`config.mk`:
```
export PLATFORM = sky130hd
export DESIGN_NAME = memory_dumper
export DESIGN_NICKNAME = d
export VERILOG_FILES = /design/src/rtl/memory_dumper.sv
export SDC_FILE = /design/constraint.sdc
export NUM_CORES = 1
export LEC_CHECK = 0
export ABC_AREA = 1
export CAP_MARGIN = 25
export CORE_MARGIN = 5
export CORE_UTILIZATION = 55
export DETAILED_ROUTE_END_ITERATION = 10
export PLACE_DENSITY = 0.78
export SLEW_MARGIN = 40
export SYNTH_ARGS = -nofsm -noshare
export SYNTH_HDL_FRONTEND = slang
export SYNTH_SLANG_ARGS = --single-unit
```
`constraint.sdc`:
```
create_clock -name clock -period 2.8 [get_ports clock]
set_input_delay 0.28 -clock clock [delete_from_list [all_inputs] [get_ports clock]]
set_output_delay 0.28 -clock clock [all_outputs]
set_load 0.05 [all_outputs]
```
`src/rtl/memory_dumper.sv`:
```
// memory_dumper: streams a contiguous window of the 32x8 RAM to a host as (addr, data) words.
// Reads pass through a 2-stage in-flight pipe and land in a 4-entry FIFO guarded by a credit check.
module memory_dumper (
  input  logic       clock,
  input  logic       reset,
  input  logic       dump_start,
  input  logic [4:0] dump_base,
  input  logic [5:0] dump_count,
  input  logic [7:0] mem_read_data,
  output logic [4:0] mem_addr,
  output logic       mem_read_req,
  output logic [7:0] out_data,
  output logic [4:0] out_addr,
  output logic       out_valid,
  input  logic       out_ready,
  output logic       dump_busy,
  output logic       dump_done
);

  typedef enum logic [1:0] {IDLE, READ, DRAIN, DONE} state_t;

  state_t     state, state_next;
  logic [5:0] issue_left;
  logic [4:0] next_addr;
  logic [4:0] mem_addr_q;

  // In-flight pipe: stage 1 holds the read issued on the last edge, stage 2 is captured next edge.
  logic       s1_valid, s2_valid;
  logic [4:0] s1_addr, s2_addr;

  logic [7:0] fifo_data [4];
  logic [4:0] fifo_addr [4];
  logic [1:0] wr_ptr, rd_ptr;
  logic [2:0] occ;

  logic [5:0] eff_count;
  logic [2:0] credit;
  logic       start_ok, issue, capture, pop;

  always_comb begin
    eff_count = (dump_count > 6'd32) ? 6'd32 : dump_count;
    credit    = occ + {2'b00, s1_valid} + {2'b00, s2_valid};
    start_ok  = (state == IDLE) && dump_start;
    // A pop in this cycle does not free a slot for issue; only settled occupancy counts.
    issue     = (state == READ) && (issue_left != 6'd0) && (credit < 3'd4);
    capture   = s2_valid;
    pop       = (occ != 3'd0) && out_ready;
  end

  // NOTE: state_next is given its default before the case so no path leaves it unassigned (no latch).
  always_comb begin
    state_next = state;
    case (state)
      IDLE: begin
        if (dump_start) state_next = (eff_count != 6'd0) ? READ : DONE;
      end
      READ: begin
        if ((issue_left == 6'd0) || (issue && (issue_left == 6'd1))) state_next = DRAIN;
      end
      DRAIN: begin
        if (!s1_valid && !s2_valid && ((occ == 3'd0) || ((occ == 3'd1) && pop)))
          state_next = DONE;
      end
      DONE:    state_next = IDLE;
      default: state_next = IDLE;
    endcase
  end

  // NOTE: all sequential state uses non-blocking assignments so every register sees pre-edge values.
  always_ff @(posedge clock or posedge reset) begin
    if (reset) begin
      state <= IDLE;
    end else begin
      state <= state_next;
    end
  end

  always_ff @(posedge clock or posedge reset) begin
    if (reset) begin
      issue_left <= '0;
      next_addr  <= '0;
      mem_addr_q <= '0;
      s1_valid   <= 1'b0;
      s2_valid   <= 1'b0;
      s1_addr    <= '0;
      s2_addr    <= '0;
    end else begin
      if (start_ok && (eff_count != 6'd0)) begin
        issue_left <= eff_count;
        next_addr  <= dump_base;
      end else if (issue) begin
        issue_left <= issue_left - 6'd1;
        next_addr  <= next_addr + 5'd1;
        mem_addr_q <= next_addr;
      end
      s1_valid <= issue;
      if (issue) s1_addr <= next_addr;
      s2_valid <= s1_valid;
      s2_addr  <= s1_addr;
    end
  end

  // NOTE: FIFO storage is reset too, so out_data/out_addr read 0 after reset instead of stale words.
  always_ff @(posedge clock or posedge reset) begin
    if (reset) begin
      for (int i = 0; i < 4; i++) begin
        fifo_data[i] <= '0;
        fifo_addr[i] <= '0;
      end
      wr_ptr <= '0;
      rd_ptr <= '0;
      occ    <= '0;
    end else begin
      if (capture) begin
        fifo_data[wr_ptr] <= mem_read_data;
        fifo_addr[wr_ptr] <= s2_addr;
        wr_ptr            <= wr_ptr + 2'd1;
      end
      if (pop) rd_ptr <= rd_ptr + 2'd1;
      occ <= occ + {2'b00, capture} - {2'b00, pop};
    end
  end

  assign mem_addr     = mem_addr_q;
  assign mem_read_req = (state != IDLE);
  assign dump_busy    = (state != IDLE);
  assign dump_done    = (state == DONE);
  assign out_valid    = (occ != 3'd0);
  assign out_data     = fifo_data[rd_ptr];
  assign out_addr     = fifo_addr[rd_ptr];

endmodule

```
==> results.py <==
metrics = {
    "timing": {
        "rsz0062_at_grt": "false",
        "fin_crit_sh_pct": 85.3,
        "setup_violations": 0,
        "fin_crit_ps": 2390,
        "drv_slew": 0,
        "tightest_slew_ps": 824,
        "finalHoldViolCount": 0,
        "slew_headroom_pct": 44.9,
        "finalClockSkew_ps": 9.53,
        "fmax_ghz": 0.419,
        "setup_tns_ps": 0,
    },
    "clock_network": {
        "cts_buffers": 9,
        "cts_htree_levels": 3,
        "cts_resized": 0,
        "path_clk_slew_ps": 90,
        "cts_root_buffer": "clkbuf_8",
        "clock_latency_ps": 350,
        "hold_buffers": 0,
        "cts_tree": "yes",
        "clockBufferDepth": 2,
        "clock_sinks": 89,
        "post-cts-setup-buffer-count": 0,
    },
    "layout": {
        "fin_cells": 621,
        "fillCellCount": 597,
        "postLayoutCellArea_mm2": 0.00487,
        "synthToLayoutAreaGrowth_pct": 17.0,
        "post-route-util_pct": 66.8,
        "diodes": 0,
        "nets": 557,
        "drive_gt1_share_pct": 9.39,
    },
    "critical_path": {
        "critPathLaunchType": "register",
        "critPathMaxFanout": 13,
        "cp-end-kind": "primary output",
        "crit_type": "reg -> out",
        "cp.required_ps": 2520,
        "rrSetupSlack_ps": 810,
        "arrival_ps": 2110,
    },
    "drt": {
        "vias": 3307,
        "wire_per_inst_um": 13.6,
        "drt_iter0_drc": 134,
        "drt_wl_total_mm": 8.44,
        "via_per_inst": 5.33,
        "first_pass_iters": 4,
        "detail-route-antenna-nets": 0,
        "drc": 0,
    },
    "worst_hold_path": {
        "min_path_type": "in -> async",
    },
    "placement": {
        "port_buffers": 44,
        "hpwl_mm": 5.86,
        "post_dp_cell_area_mm2": 0.00466,
        "dp_cells": 605,
        "place_congestion": 0.792,
    },
    "synth": {
        "yosysWarnings": 0,
        "synthFlopType": "dfrtp_1",
        "yosysSeqAreaShare_pct": 53.5,
        "avgSynthCellArea_um2": 8.74,
        "synth_area_mm2": 0.00416,
        "synthArstFlopShare_pct": 100,
        "synthCells": 476,
        "synthesis.nets": 516,
        "synth_edf_count": 0,
        "synth.distinct_cells": 29,
        "synth_seq_cells": 89,
    },
    "pwr": {
        "powerDensity_mw_per_mm2": 1340,
        "peakVddDrop_v": 0.000620,
        "power.leakage_nw": 2.38,
    },
    "global_routing": {
        "grt_pass1_vias": 3359,
        "grt_pass1_wl_mm": 14.9,
        "grt_max_degree": 90,
        "antenna_found_initial": 0,
        "grt_usage_pct": 18.9,
        "globalRouteOverflowTotal": 0,
    },
    "run": {
        "cap_violations": 0,
    },
    "floorplan": {
        "floorplan.initialDensity_pct": 57.1,
        "die_h_um": 97.0,
        "dieArea_mm2": 0.00940,
        "coreArea_mm2": 0.00729,
        "pin_count": 45,
        "row_count": 31,
        "dieWidth_um": 97.0,
    },
    "outcome": {
        "status": "finished, final reports clean",
    },
}
==> cell usage in the layout (no fill, tap or decap), drive strengths merged <==
| cell | count |
|---|---|
| bufinv | 1 |
| fa | 1 |
| clkbuf | 10 |
| xor2 | 7 |
| clkinvlp | 1 |
| o21ai | 91 |
| inv | 41 |
| clkdlybuf4s50 | 32 |
| nand2 | 115 |
| clkinv | 3 |
| a21oi | 3 |
| or2 | 2 |
| mux2i | 1 |
| nand4 | 3 |
| o22ai | 13 |
| buf | 18 |
| dfrtp | 89 |
| xnor2 | 3 |
| o211ai | 1 |
| nor2 | 44 |
| ha | 16 |
| nand3 | 27 |
==> where the power goes <==
part | switching (mW) | internal [mW] | total (mW) | leakage [nW]
combinational | 2.21 | 1.12 | 3.32 | 1.18
sequential | 0.394 | 1.90 | 2.29 | 1.10
clock | 0.453 | 0.440 | 0.894 | 0.103
total | 3.05 | 3.45 | 6.51 | 2.38
==> registers in the layout, summed over array words and instances (netlist names), 2 cells and up <==
| register | cells |
|---|---|
| state | 2 |
| s2_addr | 5 |
| fifo_data | 32 |
| issue_left | 6 |
| wr_ptr | 2 |
| occ | 3 |
| rd_ptr | 2 |
| fifo_addr | 20 |
| s1_addr | 5 |
| mem_addr | 5 |
| next_addr | 5 |
==> routing by layer <==
layer	wire length (um)	part of all wire, %	track usage (%)	up-vias
met5	0	0	0	-
met4	87	1.0	5.72	0
met3	384	4.5	5.83	11
met2	4180	50	32.9	69
met1	3780	45	22.6	1594
li1	-	-	-	1633
==> worst max-delay path, stage by stage, from the launching register on <==
cell and delay [ps]:
dfrtp_1 400, inv_1 280, o21ai_0 130, o22ai_1 120, clkdlybuf4s50_1 820
==> synth_stat cells, types with 2 or more instances <==
cell type	n	share of area, %
nand2_1	111	10
clkbuf_1	13	1.2
nor2_1	41	3.7
a21oi_1	3	0.36
nand3_1	26	3.1
o21ai_0	87	10
xnor2_1	3	0.63
ha_1	16	4.8
o21ai_1	3	0.36
nand2_2	3	0.45
nand4_1	3	0.45
dfrtp_1	89	54
buf_2	5	0.60
xor2_1	7	1.5
o22ai_1	13	2.0
or2_2	2	0.30
inv_1	39	3.5
==> area by class of cell <==
cell class | count | area [um^2] | share of cell area (%)
clock buffers | 10 | 138 | 2.83
clock inverters | 6 | 65.1 | 1.34
inverters | 40 | 151 | 3.11
multi-input cells | 327 | 1700 | 34.8
flip-flops and latches | 89 | 2230 | 45.7
well taps | 99 | 124 | 2.54
repair buffers | 50 | 468 | 9.61
==> metrics by stage <==
step | setup WS [ps] | total power [mW] | hold WS [ps]
after CTS | 401 | 6.54 | 359
after global routing | 289 | 7.04 | 358
final | 412 | 6.51 | 327
after floorplan | 213 | 4.72 | 348
after global placement | 817 | 5.52 | 358
after detailed placement | 755 | 5.64 | 363
==> final timing paths <==
check                           start            end  cells past startpoint
hold / removal                  reset  issue_left[4]                      3
min in group clock         s1_addr[2]     s2_addr[2]                      0
setup reg to reg               occ[1]         occ[2]                      9
max in group asynchronous       reset   fifo_addr[2]                      3
hold reg to reg            s1_addr[2]     s2_addr[2]                      0
setup / recovery            rd_ptr[0]    out_data[7]                      4
==> kinds of logic after synthesis <==
group	after synthesis	share of synthesized area, %
compound gates	108	13.5
buf+inv	60	5.83
flops	89	53.5
simple gates	191	19.5
mux	1	0.241
fa+ha+maj	17	5.29
xor+xnor	10	2.11
No activity file was read; power rests on OpenSTA's default activity.
